<file path="src/rtl/mul_pkg.sv">
// Shared constants and state type for the sequential shift-add multiplier.
package mul_pkg;

    localparam int unsigned MUL_W    = 32;
    localparam int unsigned MUL_ITER = 32;
    localparam int unsigned CNT_W    = 5;

    typedef enum logic [1:0] {
        IDLE,
        RUN,
        DONE
    } mul_state_t;

endpackage

</file>
<file path="src/rtl/cla_32.sv">
// 32-bit carry-lookahead adder: 4-bit lookahead groups, group carries chained.
module cla_32 (
    input  logic [31:0] x,
    input  logic [31:0] y,
    input  logic        cin,
    output logic [31:0] s,
    output logic        cout
);

    localparam int unsigned W      = 32;
    localparam int unsigned GRP    = 4;
    localparam int unsigned NGRP   = W / GRP;

    logic [W-1:0]    g;
    logic [W-1:0]    p;
    logic [W:0]      c;
    logic [NGRP-1:0] gg;
    logic [NGRP-1:0] gp;
    logic [NGRP:0]   bc;

    always_comb begin
        g  = x & y;
        p  = x ^ y;
        gg = '0;
        gp = '1;
        bc = '0;
        c  = '0;
        // Group generate/propagate, then carry into each group.
        for (int b = 0; b < int'(NGRP); b++) begin
            for (int i = 0; i < int'(GRP); i++) begin
                gg[b] = g[b*GRP+i] | (p[b*GRP+i] & gg[b]);
                gp[b] = gp[b] & p[b*GRP+i];
            end
        end
        bc[0] = cin;
        for (int b = 0; b < int'(NGRP); b++) begin
            bc[b+1] = gg[b] | (gp[b] & bc[b]);
        end
        for (int b = 0; b < int'(NGRP); b++) begin
            c[b*GRP] = bc[b];
            for (int i = 0; i < int'(GRP) - 1; i++) begin
                c[b*GRP+i+1] = g[b*GRP+i] | (p[b*GRP+i] & c[b*GRP+i]);
            end
        end
        c[W] = bc[NGRP];
        s    = p ^ c[W-1:0];
        cout = c[W];
    end

endmodule

</file>
<file path="src/rtl/mul_seq_32.sv">
// Multi-cycle unsigned 32x32->64 shift-add multiplier; one CLA_32 step per cycle.
module mul_seq_32
    import mul_pkg::*;
(
    input  logic                 clk,
    input  logic                 rst_n,
    input  logic                 start,
    input  logic [MUL_W-1:0]     mcand,
    input  logic [MUL_W-1:0]     mplier,
    output logic                 busy,
    output logic                 done,
    output logic [2*MUL_W-1:0]   prod
);

    mul_state_t       state;
    logic [MUL_W-1:0] mcand_r;
    logic [MUL_W-1:0] p_hi;
    logic [MUL_W-1:0] p_lo;
    logic [CNT_W-1:0] cnt;
    logic [MUL_W-1:0] sum;
    logic             carry;
    logic             accept;

    cla_32 u_cla (
        .x    (p_hi),
        .y    (mcand_r),
        .cin  (1'b0),
        .s    (sum),
        .cout (carry)
    );

    // start is only honoured outside RUN; an operation is never restarted.
    always_comb begin
        accept = start && (state != RUN);
    end

    assign prod = {p_hi, p_lo};

    always_ff @(posedge clk or negedge rst_n) begin
        if (!rst_n) begin
            state   <= IDLE;
            mcand_r <= '0;
            p_hi    <= '0;
            p_lo    <= '0;
            cnt     <= '0;
            busy    <= 1'b0;
            done    <= 1'b0;
        end else if (accept) begin
            mcand_r <= mcand;
            p_hi    <= '0;
            p_lo    <= mplier;
            cnt     <= '0;
            state   <= RUN;
            busy    <= 1'b1;
            done    <= 1'b0;
        end else begin
            case (state)
                RUN: begin
                    // Adder carry-out becomes the top bit of the shifted partial product.
                    if (p_lo[0]) begin
                        p_hi <= {carry, sum[MUL_W-1:1]};
                        p_lo <= {sum[0], p_lo[MUL_W-1:1]};
                    end else begin
                        p_hi <= {1'b0, p_hi[MUL_W-1:1]};
                        p_lo <= {p_hi[0], p_lo[MUL_W-1:1]};
                    end
                    cnt <= cnt + CNT_W'(1);
                    if (cnt == CNT_W'(MUL_ITER - 1)) begin
                        state <= DONE;
                        busy  <= 1'b0;
                        done  <= 1'b1;
                    end
                end
                DONE: begin
                    state <= IDLE;
                    done  <= 1'b0;
                end
                default: begin
                    state <= IDLE;
                    busy  <= 1'b0;
                    done  <= 1'b0;
                end
            endcase
        end
    end

endmodule

</file>
<file path="config.mk">
export PLATFORM = sky130hd
export DESIGN_NAME = mul_seq_32
export DESIGN_NICKNAME = d
export VERILOG_FILES = /design/src/rtl/mul_pkg.sv /design/src/rtl/cla_32.sv /design/src/rtl/mul_seq_32.sv
export SDC_FILE = /design/constraint.sdc
export NUM_CORES = 1
export LEC_CHECK = 0
export CAP_MARGIN = 15
export CORE_MARGIN = 3
export CORE_UTILIZATION = 44
export CTS_CLUSTER_DIAMETER = 200
export DETAILED_ROUTE_END_ITERATION = 7
export GPL_ROUTABILITY_DRIVEN = 0
export PLACE_DENSITY = 0.74
export SYNTH_ARGS = -nofsm -noshare
export SYNTH_HDL_FRONTEND = slang
export SYNTH_SLANG_ARGS = --single-unit
export TNS_END_PERCENT = 20
</file>
<file path="constraint.sdc">
create_clock -name clk -period 4.53 [get_ports clk]
set_input_delay 0.906 -clock clk [delete_from_list [all_inputs] [get_ports clk]]
set_output_delay 0.906 -clock clk [all_outputs]
set_load 0.02 [all_outputs]
</file>
# Yosys cells after proc, flatten, opt, wreduce, memory -nomap -nowiden
# Cells that the tools add are included.
[classes] n_addsub=1 n_eq_ne=6 mux=17 bitwise_logic=128 n_reduce_logical=3
[ops] operator="$mux 32" count=6
[ops] operator="$and 1x1->1" count=73
[ops] operator="$xor 32x32->32" count=2
[ops] operator="$or 1x1->1" count=52
[ops] operator="$and 32x32->32" count=1
[ops] operator="$mux 5" count=2
[ops] operator="$mux 2" count=3
[ops] operator="$add 5x1->5 const B" count=1
[ops] operator="$eq 5x5->1 const B" count=1
[ops] operator="$mux 1" count=5
[ops] operator="$ne 3x3->1 const B" count=1
[ops] operator="$eq 2x1->1 const B" count=1
[ops] operator="$eq 2x2->1 const B" count=1
[ops] operator="$ne 2x1->1 const B" count=1
[ops] operator="$ne 2x2->1 const B" count=1
[ops] operator="$pmux 1 s2" count=1
[ops] operator="$reduce_and 2->1" count=1
[ops] operator="$reduce_bool 2->1" count=1
[ops] operator="$logic_and 1x1->1" count=1
[totals] ff_bits=105 input_bits=67 out_inout_bits=66

# Longest topological paths before layout
# Gate-level depths: netlist of the first run.
[depth] ltp_word=29 depth_mapped=15 depth_no_buf=15

# By module
# Synthesis of the first run repeated with hierarchy kept, for this count alone.
[unflattened] hier_cells=513 hier_area_um2=6125.9
[by_module_without_submodules] module="mul_seq_32" n_inst=1 cells_each=386 area_per_inst_um2=4773.3 seq_area_each_um2=2602.5
[by_module_without_submodules] module="cla_32" n_inst=1 cells_each=127 area_per_inst_um2=1352.5 seq_area_each_um2=0.0

# Worst setup path after synthesis of the first run
# OpenSTA, ideal clock, no wires.
[synth_timing] path_type="register to register" start="register p_hi[0]" end="register p_hi[30]" setup_ns=0.134 arrival_ns=4.207 required_ns=4.396 slack_ns=0.189 stages_incl_launch_ff=16 n_path_buf=0 path_cell_list="dfrtp_1 -> ha_1 -> fa_1 -> fa_1 -> fa_1 -> a311o_1 -> o211a_1 -> nor4_2 -> nor2b_1 -> fa_1 -> fa_1 -> fa_1 -> xnor2_1 -> nand2_1 -> o21ai_0 -> o21ai_0"
[synth_between] elab_chain_len=29
[synth_rtl] element="start: declaration" line_no="mul_seq_32.sv:17" source="logic [MUL_W-1:0] p_hi;"
[synth_rtl] element="start signal: assignment" line_no="mul_seq_32.sv:61" source="p_hi <= {carry, sum[MUL_W-1:1]};"
[synth_rtl] element="start signal: assignment" line_no="mul_seq_32.sv:64" source="p_hi <= {1'b0, p_hi[MUL_W-1:1]};"
[synth_rtl] element="$and 32x32->32" line_no="cla_32.sv:22" source="g = x & y;"
[synth_rtl] element="$and 1x1->1" line_no="cla_32.sv:31" source="gg[b] = g[b*GRP+i] | (p[b*GRP+i] & gg[b]);"
[synth_rtl] element="$or 1x1->1" line_no="cla_32.sv:31"
[synth_rtl] element="$and 1x1->1" line_no="cla_32.sv:31"
[synth_rtl] element="$or 1x1->1" line_no="cla_32.sv:31"
[synth_rtl] element="$and 1x1->1" line_no="cla_32.sv:31"
[synth_rtl] element="$or 1x1->1" line_no="cla_32.sv:31"
[synth_rtl] element="$and 1x1->1" line_no="cla_32.sv:37" source="bc[b+1] = gg[b] | (gp[b] & bc[b]);"
[synth_rtl] element="(+13 left out)"
[synth_rtl] element="$and 1x1->1" line_no="cla_32.sv:42" source="c[b*GRP+i+1] = g[b*GRP+i] | (p[b*GRP+i] & c[b*GRP+i]);"
[synth_rtl] element="$or 1x1->1" line_no="cla_32.sv:42"
[synth_rtl] element="$and 1x1->1" line_no="cla_32.sv:42"
[synth_rtl] element="$or 1x1->1" line_no="cla_32.sv:42"
[synth_rtl] element="$xor 32x32->32" line_no="cla_32.sv:46" source="s = p ^ c[W-1:0];"
[synth_rtl] element="$mux 32" line_no="mul_seq_32.sv:60" source="if (p_lo[0]) begin"
[synth_rtl] element="$mux 32" line_no="mul_seq_32.sv:57" source="case (state)"
[synth_rtl] element="$mux 32" line_no="mul_seq_32.sv:48" source="end else if (accept) begin"
# No other way between the ends. The select of a mux whose other input is x is not followed.
# A chain may end at the register's enable or synchronous reset.

# Final worst setup path of the first run
# Ends and elaborated chain as after synthesis.

==> flow_metrics.env, run 1 <==
export IMPL_status="completed"
export IMPL_worst_ep_arrival_time_ns=4.55
export IMPL_crit_required_ns=4.74
export IMPL_antenna_found_initial=0
export IMPL_dr_pass1_iters=4
export IMPL_seq_area_frac_synth_pct=44.9
export IMPL_worstSetupEndpointType="flip-flop"
export IMPL_cts_buffers=9
export IMPL_setup_viol=0
export IMPL_synth_ff_type="dfrtp_1"
export IMPL_hold_viol=0
export IMPL_p_per_area_nw_per_um2=784
export IMPL_drv_cap=0
export IMPL_grt_overflow_total=0
export IMPL_hold_depth=2
export IMPL_ff_latch_area_um2=2600
export IMPL_wl_met1_mm=5.60
export IMPL_synthCells=506
export IMPL_reg2reg_depth=15
export IMPL_n_fill_cell=1102
export IMPL_initial_core_util_pct=45.5
export IMPL_grt_pass1_wl_mm=22.9
export IMPL_finalInstanceArea_um2=7570
export IMPL_synth_area_um2=5790
export IMPL_fin_skew_ns=0.0114
export IMPL_leakagePower_nw=3.26
export IMPL_clock_path_buffers=2
export IMPL_grt_start_max_net_pins=73
export IMPL_io_buffers=132
export IMPL_clk_latency_ns=0.35
export IMPL_cts_tree="built"
export IMPL_dieWidth_um=121
export IMPL_syn_to_final_growth_pct=30.6
export IMPL_dpl_instance_area_um2=7260
export IMPL_multi_input_comb_area_um2=3090
export IMPL_clkTransAtPathRegs_ns=0.08
export IMPL_fmax_ghz=0.231
export IMPL_drive_above_1_share_pct=10.8
export IMPL_synth_distinct_cells=38
export IMPL_ant_nets=0
export IMPL_die_area_um2=14600
export IMPL_yosysWarnings=0
export IMPL_rsz0062_at_grt="no"
export IMPL_fp_row_count=41
export IMPL_hold_path_class="flip-flop to flip-flop"
export IMPL_vias=4287
export IMPL_tightestPinTransition_ns=0.912
export IMPL_drv_slew=0
export IMPL_start_kind="flip-flop"
export IMPL_dr_wl_met2_mm=6.76
export IMPL_dr_wl_met3_mm=1.07
export IMPL_synth_seq_cells=104
export IMPL_period_share_pct=95.6
export IMPL_dp_hpwl_mm=9.68
export IMPL_top_layer="met4"
export IMPL_drt_iter0_markers=279
export IMPL_relSlewSlack_pct=39.2
export IMPL_clock_sinks=104
export IMPL_htree_levels=3
export IMPL_hold_buffers=0
export IMPL_fin_tns_setup_ns=0
export IMPL_vias_per_cell=5.35
export IMPL_synth_edf_count=0
export IMPL_async_reset_ff_share_pct=100
export IMPL_avgSynthCellArea_um2=11.4
export IMPL_nNetsFinal=747
export IMPL_synth_fp_nets=628
export IMPL_ir_drop_uv=342
export IMPL_die_h_um=121
export IMPL_antenna_cells=0
export IMPL_crit_type="flip-flop to flip-flop"
export IMPL_crit_fanout=2
export IMPL_root_buffer="clkbuf_16"
export IMPL_track_usage_pct=19.7
export IMPL_grt_pass1_vias=4513
export IMPL_core_area_um2=12700
export IMPL_period_minus_slack_ns=4.33
export IMPL_wl_per_cell_um=16.9
export IMPL_drc_errors=0
export IMPL_drt_wl_total_mm=13.6
export IMPL_io_pins=133
-- what timing repair did --
| item | 4_1_cts | 5_1_grt |
|---|---|---|
| endpoints found under the setup margin | 1 | 7 |
| resized for setup | 1 | 7 |
| pin swaps | 0 | 3 |
| setup buffers | 0 | 0 |
-- routing by layer --
layer	vias up	global-route usage [%]
met5	-	0
met4	0	4.60
met3	14	7.62
met2	123	32.8
met1	2116	24.2
li1	2034	-
-- metrics by stage --
step	std cells	hold WS (ns)	utilization (%)	power [mW]	worst slack [ns]
2_1_floorplan	506	0.465	-	3.91	0.189
3_3_place_gp	786	0.472	57.1	4.98	0.0951
3_5_place_dp	786	0.476	57.1	5.16	0.0364
4_1_cts	802	0.503	59.4	5.97	0.0243
5_1_grt	802	0.534	59.5	6.48	0.0267
6_report	802	0.504	59.5	5.93	0.198
-- worst paths after layout --
| path | startpoint | to | slack (ns) |
|---|---|---|---|
| worst max register to register | p_hi[0] | p_hi[30] | 0.20 |
| worst min-delay path | busy | busy | 0.50 |
| worst min register to register | busy | busy | 0.50 |
| min in group asynchronous | rst_n | p_hi[8] | 0.66 |
| worst max-delay path | p_hi[0] | p_hi[30] | 0.20 |
| max in group asynchronous | rst_n | mcand_r[20] | 2.91 |
-- power breakdown --
group / internal, mW / switching (mW)
clock network: 0.394 / 0.361
logic: 1.63 / 1.64
registers: 1.40 / 0.514
-- synthesized netlist by cell type (all sizes together), types with 2 or more instances --
| master | instances | area share (%) |
|---|---|---|
| nor4 | 2 | 0.32 |
| ha | 31 | 6.7 |
| nand3b | 33 | 4.3 |
| xnor2 | 7 | 1.1 |
| and4 | 2 | 0.30 |
| mux2i | 56 | 9.7 |
| nand4 | 3 | 0.32 |
| a21o | 4 | 0.52 |
| o21ai | 84 | 7.3 |
| and3 | 2 | 0.30 |
| o21a | 2 | 0.26 |
| dfrtp | 104 | 45 |
| mux2 | 32 | 6.2 |
| fa | 24 | 8.3 |
| nand2b | 4 | 0.43 |
| nor2b | 3 | 0.32 |
| a31oi | 2 | 0.22 |
| a211oi | 3 | 0.39 |
| nor2 | 3 | 0.19 |
| nand3 | 2 | 0.17 |
| buf | 9 | 0.78 |
| a21oi | 8 | 0.69 |
| nand2 | 52 | 3.4 |
| clkbuf | 23 | 1.5 |
-- registers in the layout, indices dropped and copies added (netlist names) --
register  cells
p_lo         32
done          1
state         1
cnt           5
p_hi         32
busy          1
mcand_r      32
-- placed cells by master (no fill, tap or decap), types with 4 or more instances in the layout --
master	count
mux2i_1	56
xnor2_1	7
a21oi_1	8
o21ai_0	80
fa_1	21
a21o_1	4
mux2_2	32
dfrtp_1	103
buf_4	9
nand3b_1	33
nand2_1	52
clkbuf_16	9
clkdlybuf4s50_1	130
ha_1	31
-- kinds of logic (layout without fill, tap and decap cells) --
family | Yosys count | after routing | share of synthesized area, %
mux | 88 | 88 | 15.9
xor+xnor | 8 | 8 | 1.21
compound gates | 110 | 110 | 10.4
fa+ha+maj | 55 | 55 | 15.0
flops | 104 | 104 | 44.9
buf+inv | 33 | 157 | 2.33
simple gates | 108 | 108 | 10.3
-- cell type report --
type                       instances  share of cell area [%]
sequential                       104                    34.4
clock inverter                     5                   0.513
clock buffer                      11                    3.21
multi-input combinational        369                    40.8
tap                              172                    2.84
timing repair buffer             140                    18.2
inverter                           1                  0.0496
-- worst max-delay path, cell delays in order, from the launching register on --
cell and delay, ns:
dfrtp_1 0.39, ha_1 0.22, fa_1 0.41, fa_1 0.41
fa_2 0.36, a311o_1 0.31, o211a_1 0.27, nor4_4 0.17
nor2b_1 0.09, fa_1 0.38, fa_1 0.39, fa_1 0.38
xnor2_1 0.16, nand2_1 0.06, o21ai_0 0.10, o21ai_0 0.09
(Power assumes the default switching activity.)
==> inputs of run 2 (changes only) <==
--- a/config.mk
+++ b/config.mk
@@ -12,6 +12,7 @@
 export DETAILED_ROUTE_END_ITERATION = 7
 export GPL_ROUTABILITY_DRIVEN = 0
 export PLACE_DENSITY = 0.74
+export SKIP_CTS_REPAIR_TIMING = 1
 export SYNTH_ARGS = -nofsm -noshare
 export SYNTH_HDL_FRONTEND = slang
 export SYNTH_SLANG_ARGS = --single-unit
==> run 2 against run 1 <==
  * Combinational power hardly changed
  * Critical endpoint unchanged
  * Fmax is 0.27% higher
  * Global-route usage stayed put
  * Highest routed layer unchanged
  * Utilization hardly changed
  * Final area hardly changed
==> flow_metrics.env, run 2 (synthesis results as in run 1) <==
export IMPL_start_kind="flip-flop"
export IMPL_dpl_instance_area_um2=7260
export IMPL_period_share_pct=95.4
export IMPL_antenna_found_initial=0
export IMPL_core_area_um2=12700
export IMPL_clkTransAtPathRegs_ns=0.08
export IMPL_fin_util_pct=59.5
export IMPL_vias=4282
export IMPL_hold_path_class="flip-flop to flip-flop"
export IMPL_relSlewSlack_pct=39.0
export IMPL_io_pins=133
export IMPL_p_sw_share_pct=42.4
export IMPL_ir_drop_uv=342
export IMPL_vias_per_cell=5.34
export IMPL_reg2reg_depth=15
export IMPL_io_buffers=132
export IMPL_grt_overflow_total=0
export IMPL_combPwrFrac_pct=55.0
export IMPL_nNetsFinal=747
export IMPL_die_h_um=121
export IMPL_rsz0062_at_grt="no"
export IMPL_status="completed"
export IMPL_htree_levels=3
export IMPL_cts_tree="built"
export IMPL_dp_slack_ns=0.0364
export IMPL_layout_commonest_cell="clkdlybuf4s50_1"
export IMPL_worst_ep_arrival_time_ns=4.54
export IMPL_intPower_mw=3.42
export IMPL_ant_nets=0
export IMPL_crit_fanout=2
export IMPL_worstSetupEndpointType="flip-flop"
export IMPL_drc_errors=0
export IMPL_root_buffer="clkbuf_16"
export IMPL_drive_above_1_share_pct=10.6
export IMPL_dp_cells=786
export IMPL_fp_row_count=41
export IMPL_dp_hpwl_mm=9.68
export IMPL_track_usage_pct=19.7
export IMPL_p_per_area_nw_per_um2=784
export IMPL_clkPwrFrac_pct=12.7
export IMPL_hold_depth=2
export IMPL_crit_required_ns=4.75
export IMPL_crit_type="flip-flop to flip-flop"
export IMPL_syn_to_final_growth_pct=30.6
export IMPL_fmax_ghz=0.231
export IMPL_fin_skew_ns=0.0119
export IMPL_grt_pass1_wl_mm=22.9
export IMPL_tightestPinTransition_ns=0.915
export IMPL_clock_sinks=104
export IMPL_dr_pass1_iters=4
export IMPL_design_power_total_mw=5.93
export IMPL_drt_iter0_markers=296
export IMPL_grt_pass1_vias=4513
export IMPL_power_frac_seq_pct=32.2
export IMPL_initial_core_util_pct=45.5
export IMPL_cts_buffers=9
export IMPL_drv_slew=0
export IMPL_setup_viol=0
export IMPL_final_cells=802
export IMPL_drt_wl_total_mm=13.6
export IMPL_clk_latency_ns=0.35
export IMPL_finalInstanceArea_um2=7560
export IMPL_final_cell_mix="clkdlybuf4s50_1, dfrtp_1, o21ai_0, mux2i_1, nand2_1"
export IMPL_reg_top3="mcand_r x32, p_hi x32, p_lo x32"
export IMPL_clock_path_buffers=2
export IMPL_layout_setup_ws_ns=0.210
export IMPL_period_minus_slack_ns=4.32
export IMPL_hold_viol=0
export IMPL_dieWidth_um=121
export IMPL_wl_per_cell_um=17.0
export IMPL_antenna_cells=0
export IMPL_power_switching_mw=2.52
export IMPL_drv_cap=0
export IMPL_grt_start_max_net_pins=73
export IMPL_die_area_um2=14600
export IMPL_leakagePower_nw=3.26
-- run 2: cell counts in the layout (fill, tap and decap cells not counted) --
No cell type changed its count.
-- run 2: cell type report --
class                   count  area (µm²)
flip-flops and latches    104        2600
clock buffers              11         243
fillers                  1103        5160
clock inverters             5        38.8
multi-input cells         369        3090
repair buffers            140        1370
well taps                 172         215
inverters                   1        3.75
-- run 2: metal layers --
layer  track usage (%)  share of wire (%)  vias to the layer above
met5                 0                  0                        -
met4              4.60                1.1                        0
li1                  -                  -                     2033
met1              24.2                 41                     2109
met3              7.62                8.0                       14
met2              32.8                 50                      126
-- run 2: critical path, stage by stage, from the launching register on --
cell and delay [ns]:
dfrtp_1 0.39, ha_1 0.22, fa_1 0.41, fa_1 0.41, fa_2 0.36, a311o_1 0.31
o211a_1 0.27, nor4_4 0.17, nor2b_1 0.09, fa_1 0.38, fa_1 0.39, fa_1 0.38
xnor2_1 0.16, nand2_1 0.06, o21ai_0 0.09, o21ai_0 0.09
-- run 2: path summary, 6_finish.rpt --
kind | startpoint | slack [ns] | endpoint
setup / recovery | p_hi[0] | 0.21 | p_hi[30]
hold / removal | busy | 0.50 | busy
setup reg to reg | p_hi[0] | 0.21 | p_hi[30]
hold reg to reg | busy | 0.50 | busy
max in group asynchronous | rst_n | 2.91 | mcand_r[20]
min in group asynchronous | rst_n | 0.66 | mcand_r[10]
-- run 2: power groups by stage --
stage	Sequential [mW]	Clock [mW]	Combinational, mW
CTS	1.92	0.779	3.26
global placement	1.90	0	3.08
floorplan	2.14	0	1.77
detailed placement	1.92	0	3.24
finish	1.91	0.756	3.27
global route	2.00	0.817	3.67
-- run 2: stage by stage --
| step | setup TNS, ns | hold WS [ns] |
|---|---|---|
| finish | 0 | 0.501 |
| global route | 0 | 0.534 |
| CTS | -0.0162 | 0.503 |
| detailed placement | 0 | 0.476 |
| global placement | 0 | 0.472 |
| floorplan | 0 | 0.465 |
==> inputs of run 3 (changes only) <==
--- a/config.mk
+++ b/config.mk
@@ -6,7 +6,7 @@
 export NUM_CORES = 1
 export LEC_CHECK = 0
 export CAP_MARGIN = 15
-export CORE_MARGIN = 3
+export CORE_MARGIN = 2
 export CORE_UTILIZATION = 44
 export CTS_CLUSTER_DIAMETER = 200
 export DETAILED_ROUTE_END_ITERATION = 7
==> run 3 against run 2 <==
  * Fmax rose by 0.83%
  * Clock power shrank 4.0%
  * Largest power group unchanged
  * Sequential cell count did not move
  * Sequential share of layout area is essentially flat
==> flow_metrics.env, run 3 (synthesis results as in run 1) <==
export IMPL_hold_depth=1
export IMPL_final_cell_mix="clkdlybuf4s50_1, dfrtp_1, o21ai_0, mux2i_1, nand2_1"
export IMPL_grt_use_met2_pct=33.7
export IMPL_grt_pass1_vias=4459
export IMPL_initial_core_util_pct=45.5
export IMPL_critPathTopFamily="adder cells"
export IMPL_reg2reg_from="p_hi[0]"
export IMPL_drt_iter0_markers=242
export IMPL_rsz0062_at_grt="no"
export IMPL_tightestPinTransition_ns=0.841
export IMPL_grt_start_max_net_pins=70
export IMPL_period_share_pct=94.6
export IMPL_hold_path_class="flip-flop to flip-flop"
export IMPL_drv_cap=0
export IMPL_drt_wl_total_mm=13.2
export IMPL_dr_pass1_iters=4
export IMPL_drv_slew=0
export IMPL_nNetsFinal=748
export IMPL_die_area_um2=14100
export IMPL_io_pins=133
export IMPL_cp_num_buf_inv=0
export IMPL_dieWidth_um=119
export IMPL_hold_start="cnt[2]"
export IMPL_clock_path_buffers=2
export IMPL_vias=4277
export IMPL_met3_usage_pct=7.05
export IMPL_drc_errors=0
export IMPL_dp_hpwl_mm=9.54
export IMPL_fmax_ghz=0.233
export IMPL_finalInstanceArea_um2=7550
export IMPL_crit_path_frequent_cell="fa_1"
export IMPL_grt_overflow_total=0
export IMPL_whs_endpoint="cnt[2]"
export IMPL_antenna_cells=0
export IMPL_use_met1_pct=25.0
export IMPL_worstSetupEndpointType="flip-flop"
export IMPL_hold_viol=0
export IMPL_htree_levels=3
export IMPL_leakagePower_nw=3.26
export IMPL_root_buffer="clkbuf_16"
export IMPL_setup_viol=0
export IMPL_start_kind="flip-flop"
export IMPL_grt_pass1_wl_mm=22.7
export IMPL_die_h_um=119
export IMPL_reg2reg_depth=15
export IMPL_worstReg2RegEnd="p_hi[30]"
export IMPL_timing_critical_path_slowest_stage_cell="dfrtp_1"
export IMPL_crit_fanout=2
export IMPL_syn_to_final_growth_pct=30.4
export IMPL_wl_per_cell_um=16.4
export IMPL_crit_type="flip-flop to flip-flop"
export IMPL_core_area_um2=12700
export IMPL_ant_nets=0
export IMPL_fin_skew_ns=0.0140
export IMPL_worst_ep_arrival_time_ns=4.49
export IMPL_clk_latency_ns=0.35
export IMPL_io_buffers=132
export IMPL_crit_required_ns=4.74
export IMPL_fin_tns_setup_ns=0
export IMPL_clkTransAtPathRegs_ns=0.07
export IMPL_track_usage_pct=20.1
export IMPL_grt_busiest_layer="met2"
export IMPL_p_per_area_nw_per_um2=775
export IMPL_cts_tree="built"
export IMPL_ir_drop_uv=356
export IMPL_status="completed"
export IMPL_cts_buffers=9
export IMPL_drive_above_1_share_pct=10.5
export IMPL_reg_top3="mcand_r x32, p_hi x32, p_lo x32"
export IMPL_worstPathCellList="ha_1, fa_2, fa_1, fa_2, a311o_1, o211a_1, nor4_4, nor2b_1, fa_1, fa_1, fa_1, xnor2_1, nand2_1, o21ai_0, o21ai_0"
export IMPL_clock_sinks=104
export IMPL_relSlewSlack_pct=43.9
export IMPL_dpl_instance_area_um2=7270
export IMPL_layout_commonest_cell="clkdlybuf4s50_1"
export IMPL_period_minus_slack_ns=4.28
export IMPL_vias_per_cell=5.33
export IMPL_max_stage_delay_ns=0.39
export IMPL_rrSetupSlack_ns=0.25
export IMPL_antenna_found_initial=0
export IMPL_fp_row_count=41
run 3: how the worst max path moves through the flow:
stage | start | end | slack, ns | cells past startpoint
3_5_place_dp | p_hi[0] | p_hi[30] | 0.06 | 15
2_1_floorplan | p_hi[0] | p_hi[30] | 0.19 | 15
4_1_cts | p_hi[0] | p_hi[30] | 0.02 | 15
6_report | p_hi[0] | p_hi[30] | 0.25 | 15
5_1_grt | p_hi[0] | p_hi[30] | 0.03 | 15
3_3_place_gp | p_hi[0] | p_hi[30] | 0.10 | 15
run 3: per-stage QoR:
stage / hold slack (ns) / util [%] / worst slack [ns] / cells / power [mW]
2_1_floorplan: 0.465 / - / 0.189 / 506 / 3.91
3_3_place_gp: 0.472 / 57.1 / 0.100 / 787 / 4.98
3_5_place_dp: 0.489 / 57.1 / 0.0632 / 787 / 5.14
4_1_cts: 0.511 / 59.3 / 0.0181 / 803 / 5.90
5_1_grt: 0.533 / 59.4 / 0.0288 / 803 / 6.41
6_report: 0.507 / 59.4 / 0.245 / 803 / 5.85
run 3: layout make-up:
type / count / area (µm²)
Fill cell: 1098 / 5170
Multi-Input combinational cell: 369 / 3080
Sequential cell: 104 / 2600
Timing Repair Buffer: 141 / 1380
Clock buffer: 10 / 229
Tap cell: 172 / 215
Clock inverter: 6 / 42.5
Inverter: 1 / 3.75
run 3: per-layer routing:
metal	routed length, µm	up-vias	part of all wire, %
met5	0	-	0
met2	6590	109	50
met4	101	0	0.77
li1	-	2046	-
met1	5600	2114	42
met3	908	8	6.9
run 3: report_power, final:
group | total (mW) | switching (mW) | internal, mW | leakage, nW
clock network | 0.726 | 0.351 | 0.375 | 0.129
logic | 3.22 | 1.61 | 1.61 | 1.87
registers | 1.91 | 0.513 | 1.40 | 1.26
run 3: worst register-to-register path: cells and delay by family (launching register included):
family                   cells  cell delay (ns)
XOR/XNOR                     1             0.17
adder cells (fa/ha/maj)      7             2.47
AND/OR/NAND/NOR              3             0.34
flip-flops                   1             0.39
AO/OA/AOI/OAI                4             0.78
